### src/rtl/ieee_to_int.sv
// Serial IEEE-754 double to signed integer converter, truncating toward zero.
// Shares the load / wait-done / ack handshake of int_to_ieee.
module ieee_to_int #(
   parameter int OUT_W = 16
) (
   input  logic             clk,
   input  logic             reset,
   input  logic [63:0]      a_in,
   input  logic             a_in_done,
   input  logic             z_out_ack,
   output logic             z_out_done,
   output logic [OUT_W-1:0] z_out,
   output logic             z_ovf,
   output logic             z_nan
);

   typedef enum logic [2:0] {
      IDLE,
      UNPACK,
      CLASSIFY,
      SHIFT,
      NEGATE,
      OUTPUT
   } state_t;

   localparam logic signed [11:0] E_TOP = 12'(OUT_W - 1);
   localparam logic signed [11:0] E_52  = 12'sd52;
   localparam logic [OUT_W-1:0] Z_MIN = {1'b1, {(OUT_W-1){1'b0}}};
   localparam logic [OUT_W-1:0] Z_MAX = {1'b0, {(OUT_W-1){1'b1}}};

   state_t state, next_state;

   logic [63:0]        a_reg;
   logic               sign;
   logic [10:0]        exp_val;
   logic [52:0]        mant;
   logic signed [11:0] e;
   logic [5:0]         cnt;

   logic frac_zero, is_nan, is_inf, is_zero, is_min, is_sat, is_special;

   // Operand classification; priority is resolved by the order of use below.
   always_comb begin
      frac_zero  = (mant[51:0] == 52'd0);
      is_nan     = (exp_val == 11'd2047) && !frac_zero;
      is_inf     = (exp_val == 11'd2047) && frac_zero;
      is_zero    = (exp_val == 11'd0) || (e < 12'sd0);
      is_min     = (e == E_TOP) && sign && frac_zero;
      is_sat     = (e >= E_TOP);
      is_special = is_nan || is_inf || is_zero || is_min || is_sat;
   end

   always_ff @(posedge clk) begin
      if (reset)
         state <= IDLE;
      else
         state <= next_state;
   end

   always_comb begin
      next_state = state;
      case (state)
         IDLE:     if (a_in_done) next_state = UNPACK;
         UNPACK:   next_state = CLASSIFY;
         CLASSIFY: next_state = is_special ? OUTPUT : SHIFT;
         SHIFT:    if (cnt == 6'd1) next_state = NEGATE;
         NEGATE:   next_state = OUTPUT;
         OUTPUT:   if (z_out_ack) next_state = IDLE;
         default:  next_state = IDLE;
      endcase
   end

   // Datapath; results persist after ack until the next conversion rewrites them.
   always_ff @(posedge clk) begin
      if (reset) begin
         a_reg      <= '0;
         sign       <= 1'b0;
         exp_val    <= '0;
         mant       <= '0;
         e          <= '0;
         cnt        <= '0;
         z_out      <= '0;
         z_ovf      <= 1'b0;
         z_nan      <= 1'b0;
         z_out_done <= 1'b0;
      end else begin
         z_out_done <= (next_state == OUTPUT);
         case (state)
            IDLE: if (a_in_done) a_reg <= a_in;
            UNPACK: begin
               sign    <= a_reg[63];
               exp_val <= a_reg[62:52];
               mant    <= {1'b1, a_reg[51:0]};
               e       <= $signed({1'b0, a_reg[62:52]}) - 12'sd1023;
            end
            CLASSIFY: begin
               if (is_nan) begin
                  z_out <= '0;
                  z_ovf <= 1'b0;
                  z_nan <= 1'b1;
               end else if (is_inf) begin
                  z_out <= sign ? Z_MIN : Z_MAX;
                  z_ovf <= 1'b1;
                  z_nan <= 1'b0;
               end else if (is_zero) begin
                  z_out <= '0;
                  z_ovf <= 1'b0;
                  z_nan <= 1'b0;
               end else if (is_min) begin
                  z_out <= Z_MIN;
                  z_ovf <= 1'b0;
                  z_nan <= 1'b0;
               end else if (is_sat) begin
                  z_out <= sign ? Z_MIN : Z_MAX;
                  z_ovf <= 1'b1;
                  z_nan <= 1'b0;
               end else begin
                  cnt <= 6'(E_52 - e);
               end
            end
            SHIFT: begin
               mant <= mant >> 1;
               cnt  <= cnt - 6'd1;
            end
            NEGATE: begin
               z_out <= sign ? -mant[OUT_W-1:0] : mant[OUT_W-1:0];
               z_ovf <= 1'b0;
               z_nan <= 1'b0;
            end
            default: ;
         endcase
      end
   end

endmodule

### config.mk
export PLATFORM = sky130hd
export DESIGN_NAME = ieee_to_int
export DESIGN_NICKNAME = d
export VERILOG_FILES = /design/src/rtl/ieee_to_int.sv
export SDC_FILE = /design/constraint.sdc
export NUM_CORES = 1
export LEC_CHECK = 0
export ABC_AREA = 1
export CAP_MARGIN = 30
export CORE_ASPECT_RATIO = 1.2
export CORE_MARGIN = 5
export CORE_UTILIZATION = 26
export DETAILED_ROUTE_END_ITERATION = 6
export GPL_ROUTABILITY_DRIVEN = 0
export PLACE_DENSITY = 0.42
export SETUP_SLACK_MARGIN = 0.5
export SYNTH_ARGS = -nofsm -noshare
export SYNTH_HDL_FRONTEND = slang
export SYNTH_SLANG_ARGS = --single-unit
### constraint.sdc
create_clock -name clk -period 1.7 [get_ports clk]
set_clock_uncertainty 0.05 [all_clocks]
set_input_delay 0.17 -clock clk [delete_from_list [all_inputs] [get_ports clk]]
set_output_delay 0.17 -clock clk [all_outputs]
set_load 0.01 [all_outputs]
==> flow_summary.json, run 1 <==
{
  "die_h_um": 200.3,
  "p_int_mw": 15.54,
  "placed_area_um2": 9881,
  "core_um2": 29700,
  "io_pins": 87,
  "synth_flop_cell": "dfxtp_1",
  "cp_cell_sequence": "inv_2 > ha_4 > nand3_4 > nor2_4 > inv_2 > nor2_4 > nand3b_1 > nand2_2 > nand3_4 > nand2_1 > nor2_2 > nor2_1",
  "cp-end-kind": "register",
  "crit_required_ns": 2.02,
  "fin_cells": 1755,
  "synth_edf_count": 0,
  "die_area_um2": 33780,
  "power.leakage_nw": 5.951,
  "slew_violations": 0,
  "synth_nets": 1214,
  "final_common_cell": "nand2_1",
  "vias": 7925,
  "n_fill_cell": 2980,
  "drt_iter0_drc": 413,
  "irDropWorstVdd_mv": 0.7034,
  "dpl.hpwl_um": 15720,
  "critical_path_buf_inv_count": 2,
  "final_nets": 1426,
  "dr.pass1.iters": 5,
  "cap_violations": 0,
  "n_antenna_cell": 0,
  "ant_nets": 0,
  "status": "finished, violations left",
  "layout-drive-gt1-share_pct": 39.19,
  "grt_pass1_vias": 8276,
  "max_freq_mhz": 577.9,
  "cp.arrival_ns": 2.05,
  "cts_max_level": 4,
  "hold_violations": 0,
  "synth.distinct_cells": 39,
  "power_frac_clock_pct": 15.6,
  "setup_ws_ns": -0.03050,
  "powerDensity_nw_per_um2": 1998,
  "cts_buffers": 17,
  "yosysWarnings": 0,
  "root_buffer": "clkbuf_16",
  "syn_to_final_growth_pct": 71.08,
  "tightest_slew_ns": 0.5025,
  "timing.final.crit_share_pct": 101.8,
  "grt_max_degree": 43,
  "crit_type": "reg -> reg",
  "setup_tns_ns": -0.03505,
  "fp-row-count": 69,
  "hp-class": "in -> reg",
  "fp.dieW_um": 168.6,
  "port_buffers": 86,
  "utilization_pct": 45.21,
  "insertion_delay_ns": 0.44,
  "async_flop_share_pct": 0,
  "cp_slowest_cell": "dfxtp_2",
  "combPwrFrac_pct": 60.8,
  "setup_viol_count_final": 2,
  "dp.cells": 1625,
  "reg2reg_slack_ns": -0.03,
  "clkTransAtPathRegs_ns": 0.07,
  "largest_reg_flops": 64,
  "sw_frac_of_total_pct": 42.08,
  "wirelength_um": 28260,
  "syn_area_um2": 7849,
  "antenna_found_initial": 0,
  "viasPerCell": 4.516,
  "final_cell_area_um2": 13430,
  "p_seq_share_pct": 23.6,
  "cts_sinks": 169,
  "ys_seq_area_share_pct": 43.11,
  "violations": "setup timing",
  "slew_headroom_pct": 66.47,
  "place_ws_ns": -0.1071,
  "start_util_pct": 26.43,
  "grt_pass1_wl_um": 45810,
  "max_stage_delay_ns": 0.33,
  "p_sw_mw": 11.29,
  "synth-seq-cells": 169,
  "fin_crit_ns": 1.731,
  "final_cell_mix": "nand2_1 (194), nor2_1 (157), dfxtp_1 (146)",
  "cts_tree": "done",
  "postSynthAreaPerCell_um2": 6.885,
  "wire_per_inst_um": 16.10,
  "synthCells": 1140,
  "clock_path_buffers": 2,
  "critPathMaxFanout": 8,
  "cts-hold-fix-buffers": 0,
  "cp_top_family": "simple AND/OR/NAND/NOR gates",
  "rsz0062_at_grt": "true",
  "grt-ovfl-total": 0,
  "start_kind": "register",
  "drc_errors": 0,
  "grt_usage_pct": 17.12
}
## per-layer routing
layer  vias to the layer above  wire length (µm)  GRT usage, %
li1                       4078                 -             -
met1                      3706             12740         22.06
met2                       110             14270         29.64
met3                        31               791         2.741
met4                         0               462         4.639
met5                         -                 0             0
## cells by family (layout without fill, tap and decap cells)
logic type,count (synthesis),after routing,synth area share (%)
flops,169,169,43.11
mux,1,1,0.1275
xor+xnor,9,9,1.004
fa+ha+maj,6,6,0.9565
buf+inv,214,435,10.92
simple gates,541,545,28.31
compound gates,200,200,15.57
## worst min-delay path, stage by stage
cell and delay [ns]:
clkdlybuf4s50_1 0.41, o21ai_2 0.13, nor2_1 0.04
## worst paths after layout
check | to | start | cells after the start
worst min register to register | z_nan | z_nan | 2
worst max register to register | z_out[10] | mant[0] | 12
worst min-delay path | a_reg[54] | a_in[54] | 3
worst max-delay path | z_out[10] | mant[0] | 12
## area by class of cell
class	instances	area (µm²)	area share (%)
inverters	156	638.1	4.752
multi-input cells	761	5137	38.26
flip-flops and latches	169	3415	25.43
repair buffers	247	3126	23.28
clock buffers	18	439.2	3.271
clock inverters	14	185.2	1.379
well taps	390	488.0	3.634
## power groups by stage
stage	combinational [mW]	sequential (mW)	clock, mW
after floorplan	6.18	5.99	0
after global placement	8.82	6.02	0
after detailed placement	8.86	6.04	0
after CTS	15.7	6.27	4.30
after global routing	17.6	6.49	4.47
final	16.3	6.32	4.20
## Yosys cell counts, types with 9 or more instances
cell	number	share of area [%]
o221ai_1	44	4.9
dfxtp_1	169	43
inv_1	143	6.8
nand2_1	251	12
clkbuf_1	33	1.6
buf_2	14	0.89
o21ai_0	99	6.3
a21oi_1	40	2.6
nor2_1	230	11
o211ai_1	9	0.86
inv_2	11	0.53
nand3_1	30	1.9
## stage by stage
| step | hold WS [ns] | total power, mW |
|---|---|---|
| global route | 0.2954 | 28.58 |
| finish | 0.2922 | 26.83 |
| CTS | 0.2685 | 26.30 |
| floorplan | 0.2656 | 12.17 |
| global placement | 0.4048 | 14.85 |
| detailed placement | 0.4144 | 14.90 |
## timing repair
action,CTS,global route
gates cloned,35,0
setup buffers,54,9
setup endpoints to repair,188,169
gates resized for setup,487,74
pin swaps,93,54
(Power assumes the default switching activity.)
==> run 2, diff against run 1 <==
--- a/config.mk
+++ b/config.mk
@@ -17,3 +17,4 @@
 export SYNTH_ARGS = -nofsm -noshare
 export SYNTH_HDL_FRONTEND = slang
 export SYNTH_SLANG_ARGS = --single-unit
+export TNS_END_PERCENT = 10
==> flow_summary.json, run 2 (synthesis results as in run 1) <==
{
  "cts_sinks": 169,
  "layout-drive-gt1-share_pct": 26.64,
  "cp_cell_sequence": "inv_2 > ha_4 > nand3_4 > nor2_4 > inv_2 > nor2_4 > nand3b_1 > nand2_2 > nand3_4 > nand2_1 > nor2_1 > nor2_1",
  "max_stage_delay_ns": 0.33,
  "status": "finished, violations left",
  "power.leakage_nw": 5.107,
  "viasPerCell": 4.415,
  "wirelength_um": 22620,
  "hold_slack_ns": 0.2741,
  "antenna_found_initial": 0,
  "start_util_pct": 26.43,
  "grt_pass1_vias": 7208,
  "irDropWorstVdd_mv": 0.8544,
  "die_area_um2": 33780,
  "fp-row-count": 69,
  "rsz0062_at_grt": "true",
  "crit_type": "reg -> reg",
  "drt_iter0_drc": 248,
  "grt_usage_pct": 13.35,
  "root_buffer": "clkbuf_16",
  "final_cell_mix": "nand2_1 (219), nor2_1 (179), dfxtp_1 (156)",
  "cts_max_level": 4,
  "cp_slowest_cell": "dfxtp_2",
  "fp.dieW_um": 168.6,
  "clock_path_buffers": 2,
  "cts-hold-fix-buffers": 0,
  "final_nets": 1345,
  "slew_violations": 0,
  "vias": 7390,
  "drc_errors": 0,
  "n_antenna_cell": 0,
  "grt-ovfl-total": 0,
  "setup_viol_count_final": 10,
  "cts_tree": "done",
  "timing.final.crit_share_pct": 102.9,
  "fin_crit_ns": 1.749,
  "utilization_pct": 38.25,
  "ant_nets": 0,
  "io_pins": 87,
  "cp-end-kind": "register",
  "critPathMaxFanout": 8,
  "clkTransAtPathRegs_ns": 0.08,
  "largest_reg_flops": 64,
  "hp-class": "in -> reg",
  "cap_violations": 0,
  "start_kind": "register",
  "slew_headroom_pct": 75.64,
  "final_common_cell": "nand2_1",
  "port_buffers": 86,
  "core_um2": 29700,
  "syn_to_final_growth_pct": 44.72,
  "crit_required_ns": 2.03,
  "powerDensity_nw_per_um2": 1814,
  "cp.arrival_ns": 2.08,
  "tightest_slew_ns": 0.3655,
  "grt_pass1_wl_um": 36840,
  "dpl.hpwl_um": 15700,
  "violations": "setup timing",
  "insertion_delay_ns": 0.44,
  "dr.pass1.iters": 4,
  "setup_ws_ns": -0.04864,
  "hold_violations": 0,
  "die_h_um": 200.3,
  "cts_buffers": 17,
  "wire_per_inst_um": 13.51,
  "grt_max_degree": 59,
  "max_freq_mhz": 571.9
}
run 2: through the flow:
step | instance area (µm²) | std cells | total power [mW] | setup TNS [ns] | setup slack [ns]
after floorplan | 7868 | 1140 | 11.50 | 0 | 0.1565
after global placement | 9537 | 1623 | 14.21 | -0.9405 | -0.07028
after detailed placement | 9537 | 1623 | 14.28 | -1.355 | -0.1026
after CTS | 10350 | 1661 | 18.86 | -0.2794 | -0.04550
after global routing | 11360 | 1674 | 22.39 | -2.462 | -0.1633
final | 11360 | 1674 | 20.61 | -0.2473 | -0.04864
run 2: what timing repair did:
item | 4_1_cts | 5_1_grt
resized for setup | 57 | 318
cloned | 3 | 1
buffers inserted | 3 | 12
setup endpoints to repair | 188 | 188
pin swaps | 15 | 171
hold endpoints to repair | 0 | 0
run 2: worst max-delay path, delay by kind of cell, from the launching register on:
family / cells / cell delay, ns
AND/OR/NAND/NOR: 9 / 1.05
flip-flops: 1 / 0.33
adder cells (fa/ha/maj): 1 / 0.14
buffers and inverters: 2 / 0.12
run 2: final timing paths:
| kind | end | start | depth (start not counted) | slack [ns] |
|---|---|---|---|---|
| worst min register to register | a_reg[38] | a_reg[38] | 2 | 0.41 |
| worst max-delay path | z_out[9] | mant[0] | 12 | -0.05 |
| worst max register to register | z_out[9] | mant[0] | 12 | -0.05 |
| worst min-delay path | a_reg[21] | a_in[21] | 3 | 0.27 |
run 2: area by class of cell:
cell class              count  area (µm²)
clock inverters            15       146.4
repair buffers            167        1682
multi-input cells         760        4604
fillers                  3238       18340
well taps                 390       488.0
inverters                 156       605.6
flip-flops and latches    169        3407
clock buffers              17       425.4
run 2: metal layers:
layer  vias to the layer above  global-route usage [%]  part of all wire, %
met5                         -                       0                    0
met4                         0                   4.204                  1.6
met3                        21                   2.622                  2.8
met2                        83                   23.02                   50
met1                      3389                   16.74                   46
li1                       3897                       -                    -
run 2: report_power, final:
group	leakage (nW)	switching, mW	internal, mW	total (mW)
logic	3.43	6.25	4.33	10.6
clock network	0.285	1.88	1.96	3.85
registers	1.39	0.950	5.23	6.18
